## src/rtl/id_ex_stage.sv

```systemverilog
// ID/EX pipeline register with operand forwarding and load-use hazard detection.
// Holds one decoded instruction for the execute stage, resolves its source
// operands against the EX/MEM and MEM/WB results, and requests a decode stall
// when a load in EX feeds the instruction currently in decode.
module id_ex_stage (
    input  logic        clk_i,
    input  logic        rst_i,

    input  logic        id_valid_i,
    input  logic        stall_i,
    input  logic        flush_i,

    input  logic [31:0] rs_data_i,
    input  logic [31:0] rt_data_i,
    input  logic [31:0] imm_i,
    input  logic [4:0]  rs_addr_i,
    input  logic [4:0]  rt_addr_i,
    input  logic [4:0]  rd_addr_i,
    input  logic [3:0]  alu_ctrl_i,
    input  logic        alu_src_i,
    input  logic        reg_dst_i,
    input  logic        reg_write_i,
    input  logic        mem_read_i,
    input  logic        mem_write_i,
    input  logic        mem_to_reg_i,

    input  logic        exmem_reg_write_i,
    input  logic [4:0]  exmem_rd_i,
    input  logic [31:0] exmem_result_i,
    input  logic        memwb_reg_write_i,
    input  logic [4:0]  memwb_rd_i,
    input  logic [31:0] memwb_result_i,

    output logic [31:0] src1_o,
    output logic [31:0] src2_o,
    output logic [3:0]  alu_ctrl_o,
    output logic [31:0] store_data_o,
    output logic [4:0]  wr_addr_o,
    output logic        reg_write_o,
    output logic        mem_read_o,
    output logic        mem_write_o,
    output logic        mem_to_reg_o,
    output logic        ex_valid_o,
    output logic        hazard_o
);

    // Stage state
    logic        valid_q;
    logic [31:0] rs_data_q;
    logic [31:0] rt_data_q;
    logic [31:0] imm_q;
    logic [4:0]  rs_addr_q;
    logic [4:0]  rt_addr_q;
    logic [4:0]  wr_addr_q;
    logic [3:0]  alu_ctrl_q;
    logic        alu_src_q;
    logic        reg_write_q;
    logic        mem_read_q;
    logic        mem_write_q;
    logic        mem_to_reg_q;

    // Forwarding decode and resolved operands
    logic        exmem_hit_rs;
    logic        exmem_hit_rt;
    logic        memwb_hit_rs;
    logic        memwb_hit_rt;
    logic [31:0] fwd_rs;
    logic [31:0] fwd_rt;

    // Hazard decode
    logic        load_in_ex;
    logic        dep_rs;
    logic        dep_rt;
    logic        hazard;

    // Destination select for the incoming instruction
    logic [4:0]  wr_addr_next;

    // Match each forwarding source against the stored source registers; r0 never matches
    always_comb begin
        exmem_hit_rs = exmem_reg_write_i && (exmem_rd_i != '0) && (exmem_rd_i == rs_addr_q);
        exmem_hit_rt = exmem_reg_write_i && (exmem_rd_i != '0) && (exmem_rd_i == rt_addr_q);
        memwb_hit_rs = memwb_reg_write_i && (memwb_rd_i != '0) && (memwb_rd_i == rs_addr_q);
        memwb_hit_rt = memwb_reg_write_i && (memwb_rd_i != '0) && (memwb_rd_i == rt_addr_q);
    end

    // Operand muxes: the younger EX/MEM result wins over MEM/WB
    always_comb begin
        fwd_rs = rs_data_q;
        fwd_rt = rt_data_q;
        if (exmem_hit_rs) begin
            fwd_rs = exmem_result_i;
        end else if (memwb_hit_rs) begin
            fwd_rs = memwb_result_i;
        end
        if (exmem_hit_rt) begin
            fwd_rt = exmem_result_i;
        end else if (memwb_hit_rt) begin
            fwd_rt = memwb_result_i;
        end
    end

    // Load-use detection: a valid load in EX writing a register decode is about to read
    always_comb begin
        load_in_ex = valid_q && mem_read_q && (wr_addr_q != '0);
        dep_rs     = (wr_addr_q == rs_addr_i);
        dep_rt     = (wr_addr_q == rt_addr_i);
        hazard     = load_in_ex && id_valid_i && (dep_rs || dep_rt) && !stall_i;
    end

    // Destination register chosen at decode time so EX only carries one address
    always_comb begin
        wr_addr_next = reg_dst_i ? rd_addr_i : rt_addr_i;
    end

    // Valid bit and control fields: flush > stall > bubble > load
    always_ff @(posedge clk_i or negedge rst_i) begin
        if (!rst_i) begin
            valid_q      <= 1'b0;
            alu_ctrl_q   <= '0;
            alu_src_q    <= 1'b0;
            reg_write_q  <= 1'b0;
            mem_read_q   <= 1'b0;
            mem_write_q  <= 1'b0;
            mem_to_reg_q <= 1'b0;
        end else if (flush_i || (!stall_i && hazard)) begin
            valid_q      <= 1'b0;
            alu_ctrl_q   <= '0;
            alu_src_q    <= 1'b0;
            reg_write_q  <= 1'b0;
            mem_read_q   <= 1'b0;
            mem_write_q  <= 1'b0;
            mem_to_reg_q <= 1'b0;
        end else if (!stall_i) begin
            valid_q      <= id_valid_i;
            alu_ctrl_q   <= alu_ctrl_i;
            alu_src_q    <= alu_src_i;
            reg_write_q  <= reg_write_i;
            mem_read_q   <= mem_read_i;
            mem_write_q  <= mem_write_i;
            mem_to_reg_q <= mem_to_reg_i;
        end
    end

    // Operand data: on stall, capture the forwarded values so a result that is
    // only visible for one cycle is not lost while the stage is held
    always_ff @(posedge clk_i or negedge rst_i) begin
        if (!rst_i) begin
            rs_data_q <= '0;
            rt_data_q <= '0;
        end else if (flush_i) begin
            rs_data_q <= rs_data_q;
            rt_data_q <= rt_data_q;
        end else if (stall_i) begin
            rs_data_q <= fwd_rs;
            rt_data_q <= fwd_rt;
        end else if (!hazard) begin
            rs_data_q <= rs_data_i;
            rt_data_q <= rt_data_i;
        end
    end

    // Immediate and register numbers load only on a normal advance
    always_ff @(posedge clk_i or negedge rst_i) begin
        if (!rst_i) begin
            imm_q     <= '0;
            rs_addr_q <= '0;
            rt_addr_q <= '0;
            wr_addr_q <= '0;
        end else if (!flush_i && !stall_i && !hazard) begin
            imm_q     <= imm_i;
            rs_addr_q <= rs_addr_i;
            rt_addr_q <= rt_addr_i;
            wr_addr_q <= wr_addr_next;
        end
    end

    // Execute-side outputs; side-effecting controls are masked by the valid bit
    always_comb begin
        src1_o       = fwd_rs;
        src2_o       = alu_src_q ? imm_q : fwd_rt;
        store_data_o = fwd_rt;
        alu_ctrl_o   = alu_ctrl_q;
        wr_addr_o    = wr_addr_q;
        ex_valid_o   = valid_q;
        reg_write_o  = valid_q && reg_write_q;
        mem_read_o   = valid_q && mem_read_q;
        mem_write_o  = valid_q && mem_write_q;
        mem_to_reg_o = valid_q && mem_to_reg_q;
        hazard_o     = hazard;
    end

endmodule

```

## config.mk

```make
export PLATFORM = sky130hd
export DESIGN_NAME = id_ex_stage
export DESIGN_NICKNAME = d
export VERILOG_FILES = /design/src/rtl/id_ex_stage.sv
export SDC_FILE = /design/constraint.sdc
export NUM_CORES = 1
export LEC_CHECK = 0
export CAP_MARGIN = 10
export CORE_MARGIN = 4
export CORE_UTILIZATION = 40
export DETAILED_ROUTE_END_ITERATION = 10
export PLACE_DENSITY = 0.72
export SLEW_MARGIN = 10
export SYNTH_ARGS = -nofsm -noshare
export SYNTH_HDL_FRONTEND = slang
export SYNTH_SLANG_ARGS = --single-unit
```

## constraint.sdc

```tcl
create_clock -name clk_i -period 3.49 [get_ports clk_i]
set_input_delay 0.698 -clock clk_i [delete_from_list [all_inputs] [get_ports clk_i]]
set_output_delay 0.698 -clock clk_i [all_outputs]
set_load 0.02 [all_outputs]
```

* Word-level counts from Yosys, hierarchy flattened
Index checks and enable logic that the tools add are counted.
** Word-level totals
- Register bits after elaboration :: 121
- Input bits :: 202
- Logic and storage cells :: 72
** Cells by class
- Eq/ne operators :: 8
- Muxes and demuxes :: 24
- Bitwise operators :: 1
- Reductions and logical operators :: 26
** Operators by type and width (count)
- 32-bit 2-to-1 mux :: 9
- 5-bit == test :: 6
- 1-bit logical AND :: 17
- 5-bit nonzero test :: 3
- 1-bit 2-to-1 mux :: 12
- 4-bit 2-to-1 mux :: 2
- 5-bit 2-to-1 mux :: 1
- 1-bit logical NOT :: 3
- 1-bit logical OR :: 2
- 2-bit by 1-bit != test with 1-bit output (second input constant) :: 1
- 2-bit != test (second input constant) :: 1
- 2-bit AND reduction :: 1
- 1-bit inverter :: 1

* Logic depth before layout (Yosys ltp)
- Word-level depth :: 8
- Gate-level depth with buffers :: 8
- Depth with buffers taken out :: 6

* Worst setup path before layout
No wires, ideal clock.
- Path type :: input-to-output
- Start point :: in memwb_rd_i[1]
- End point :: out src2_o[22]
- Data arrival time :: 2.663 ns
- Setup slack :: 0.129 ns
- Stages :: 6
- Path buffers :: 1
- Cell sequence :: or4_1 o21ai_2 buf_2 o31ai_1 a31oi_1 mux2_2
** Between the ends
- Cells in the longest elaborated chain, start to end :: 6
** RTL lines
- from (decl) :: RTL line 31 : input logic [4:0] memwb_rd_i,
- 5-bit nonzero test :: RTL line 84 : memwb_hit_rt = memwb_reg_write_i && (memwb_rd_i != '0) && (memwb_rd_i == rt_addr_q);
- 1-bit logical AND :: RTL line 84
- 1-bit logical AND * :: RTL line 84
- 32-bit 2-to-1 mux * :: RTL line 98 : end else if (memwb_hit_rt) begin
- 32-bit 2-to-1 mux * :: RTL line 96 : if (exmem_hit_rt) begin
- via store_data_o[22] :: RTL line 37 : output logic [31:0] store_data_o,
- 32-bit 2-to-1 mux * :: RTL line 181 : src2_o = alu_src_q ? imm_q : fwd_rt;
- to (decl) :: RTL line 35 : output logic [31:0] src2_o,
The timed path passes the listed nets; every way through them passes the cells marked *.

* Worst setup path after layout
- Start point :: in exmem_rd_i[1]
- End point :: out store_data_o[17]
** Between the ends
- Cells in the longest elaborated chain, start to end :: 4
** RTL lines
- from (decl) :: RTL line 28 : input logic [4:0] exmem_rd_i,
- 5-bit nonzero test :: RTL line 82 : exmem_hit_rt = exmem_reg_write_i && (exmem_rd_i != '0) && (exmem_rd_i == rt_addr_q);
- 1-bit logical AND :: RTL line 82
- 1-bit logical AND * :: RTL line 82
- 32-bit 2-to-1 mux * :: RTL line 96
- to (decl) :: RTL line 37
Mark *: on every way between the ends. The rest lies on a longest branch, timed or not.

==> flow_summary.json <==
{
  "io_buffers": 312,
  "cts_tree": "yes",
  "cp_top_family": "buffers and inverters",
  "drcViolationCount": 0,
  "synth_xor_area_share_pct": 2.813,
  "cpPeakStageDelay_ps": 560,
  "grtUsageTotal_pct": 28.67,
  "maxCapViolations": 0,
  "finalHoldViolCount": 0,
  "seq_area_mm2": 0.003029,
  "slew_headroom_pct": 55.04,
  "drt-initial-drc-count": 592,
  "grt_max_degree": 79,
  "clkSinkCount": 121,
  "setup_viol": 0,
  "synthMuxAreaShare_pct": 16.23,
  "hold_buffers": 0,
  "yosys.area.top_type": "dfrtp_1",
  "synth-seq-area-share_pct": 37.41,
  "syn-cell-area_mm2": 0.008094,
  "synth_nets": 1073,
  "rsz0062_at_grt": "yes",
  "initial_core_util_pct": 41.18,
  "synthAdderAreaFrac_pct": 0,
  "row_count": 51,
  "clockBufferDepth": 2,
  "final_util_pct": 68.89,
  "fin_cells": 1514,
  "die_width_um": 150.3,
  "crit_type": "in2out",
  "worstSetupStartpointType": "input port",
  "status": "complete, no violations",
  "dpl-instance-area_mm2": 0.01218,
  "yosys.area_share.simple_pct": 11.81,
  "crit_path_cell_trace": "dlygate4sd2_1 > or4_4 > o211ai_4 > buf_4 > buf_12 > nor3_1 > a31oi_1 > buf_4 > buf_2",
  "drive_gt1_share_pct": 30.71,
  "die_height_um": 150.3,
  "cp_slowest_cell": "or4_4",
  "peakVddDrop_v": 0.0003306,
  "wl_per_cell_um": 22.25,
  "design_area_mm2": 0.01354,
  "yosysTopAreaCellShare_pct": 37.41,
  "gp_congestion": 0.8691,
  "fin_crit_sh_pct": 99.73,
  "wirelength_mm": 33.69,
  "leakage_nw": 5.564,
  "dieArea_mm2": 0.02258,
  "antenna_found_initial": 2,
  "slew_violations": 0,
  "cp.arrival_ps": 2780,
  "cp-end-kind": "output port",
  "via_per_inst": 5.847,
  "netlist_instances": 871,
  "synth_top_cells_by_area": "dfrtp_1 (37%), mux2i_1 (5.9%), mux2_1 (5.6%), a31oi_1 (4.9%), o211ai_2 (4.8%)",
  "power_density_mw_per_mm2": 459.0,
  "fmax_mhz": 287.3,
  "final.min_clock_period_ps": 3481,
  "crit_buf_inv": 5,
  "synth-seq-cells": 121,
  "cp.required_ps": 2790,
  "syn_to_final_growth_pct": 67.27,
  "grt_first_pass_wirelength_mm": 50.27,
  "clkSlewWorstSetupHoldPaths_ps": 60,
  "cts_made_buffers": 17,
  "drtPass1Iterations": 5,
  "worst_slew_pin_slew_ps": 674.4,
  "clock_latency_ps": 420,
  "tns_ps": 0,
  "pin_count": 313,
  "multi_input_area_mm2": 0.005100,
  "ys_async_sr_fraction_pct": 100.0,
  "ant_nets": 0,
  "cts_root_buf": "clkbuf_16",
  "hp-class": "in2async",
  "dp_hpwl_mm": 22.20,
  "synth_ff_type": "dfrtp_1",
  "yosys_warnings": 0,
  "grt_pass1_vias": 9167,
  "grt_overflow_total": 0,
  "skew_ps": 8.513,
  "synth_compound_area_share_pct": 25.18,
  "fill_cells": 1593,
  "cp_common_cell": "buf_4",
  "core_area_mm2": 0.01965,
  "synth-edff-count": 0,
  "crit_fanout": 18,
  "synth_top_family_by_area": "compound AO/OA/AOI/OAI gates",
  "cts_max_level": 4,
  "vias": 8853,
  "synth_cell_types": 40,
  "dpl.cell_count": 1452,
  "syn_area_per_cell_um2": 9.293,
  "nNetsFinal": 1436
}
==> metrics by stage <==
stage	setup WS, ps	power, W	hold slack, ps
2_1_floorplan	129.0	0.002903	402.4
3_3_place_gp	-801.8	0.004149	462.0
3_5_place_dp	-863.9	0.004182	471.0
4_1_cts	-51.81	0.006116	194.8
5_1_grt	-47.13	0.006481	208.3
6_report	9.362	0.006215	190.0
==> power breakdown <==
part	internal [W]	total [W]	switching (W)
sequential	0.00160	0.00173	0.000138
clock	0.00121	0.00189	0.000676
combinational	0.00124	0.00259	0.00135
==> area by class of cell <==
type / instances / share of cell area (%)
antenna: 2 / 0.03697
multi-input combinational: 622 / 37.67
timing repair buffer: 438 / 31.95
clock inverter: 12 / 1.285
tap: 265 / 2.449
clock buffer: 20 / 3.299
sequential: 121 / 22.37
inverter: 34 / 0.9426
==> state kept, by name (all words and copies together) (netlist names) <==
signal        cells
mem_to_reg_q      1
rt_addr_q         5
rs_data_q        32
imm_q            32
mem_write_q       1
wr_addr_o         5
alu_ctrl_o        4
rs_addr_q         5
ex_valid_o        1
reg_write_q       1
mem_read_q        1
alu_src_q         1
rt_data_q        32
==> placed cells by master (no fill, tap or decap), types with 18 or more instances in the layout <==
cell             synthesis  layout
a31oi_1                 63      51
buf_2                   19      51
nor3_1                  34      33
o211ai_2                31      25
a21oi_1                 39      38
mux2i_1                 48      47
xnor2_1                 18      18
o21a_1                  32      31
mux2_4                   0      19
buf_4                    1      99
clkdlybuf4s50_1          0     203
nor2_1                  81      80
nand4_1                 33      33
inv_1                   34      34
mux2_1                  40      40
buf_6                    3      31
clkbuf_16                0      19
nand2_1                 34      34
dfrtp_1                121     120
o41ai_1                 31      21
buf_12                   0      21
o211ai_1                32      32
==> worst register-to-register path, delay by kind of cell (launching register included) <==
| kind | cells | cell delay [ps] |
|---|---|---|
| AO/OA/AOI/OAI | 4 | 930 |
| AND/OR/NAND/NOR | 2 | 740 |
| flip-flops | 1 | 390 |
| buffers and inverters | 3 | 460 |
==> kinds of logic (layout without fill, tap and decap cells) <==
group / Yosys count / in the layout
other cells: 0 / 2
mux: 122 / 122
simple gates: 205 / 205
buf+inv: 128 / 504
flops: 121 / 121
xor+xnor: 26 / 26
compound gates: 269 / 269
==> cell usage after synthesis, types with 8 or more instances <==
cell        n
a21oi_1    39
a31oi_1    63
buf_2      19
clkbuf_1   66
dfrtp_1   121
inv_1      34
mux2_1     40
mux2_2     34
mux2i_1    48
nand2_1    34
nand4_1    33
nor2_1     81
nor3_1     34
o211ai_1   32
o211ai_2   31
o21a_1     32
o31ai_1    32
o41ai_1    31
xnor2_1    18
xor2_1      8
==> metal layers <==
| metal | GRT usage (%) | vias to the layer above | wire (um) |
|---|---|---|---|
| met5 | 0 | - | 0 |
| met1 | 33.80 | 4282 | 12850 |
| met4 | 12.26 | 0 | 1164 |
| met2 | 48.03 | 469 | 16510 |
| li1 | - | 4023 | - |
| met3 | 9.332 | 79 | 3166 |
==> what timing repair did <==
| item | CTS | global route |
|---|---|---|
| endpoints found under the setup margin | 96 | 78 |
| gates resized for setup | 470 | 84 |
| cloned | 8 | 2 |
| setup buffers | 18 | 4 |
| pin swaps | 39 | 24 |
==> final timing paths <==
path,from,cells after the start,slack [ps],to
worst min-delay path,rst_i,1,190,imm_q[13]
min in group clk_i,imm_q[28],1,480,imm_q[28]
worst max register to register,rs_addr_q[0],9,880,rs_data_q[4]
worst max-delay path,exmem_rd_i[1],9,9,store_data_o[17]
max in group asynchronous,rst_i,2,2490,alu_src_q
worst min register to register,imm_q[28],1,480,imm_q[28]
Note: power is estimated with default switching activity, not from simulation.
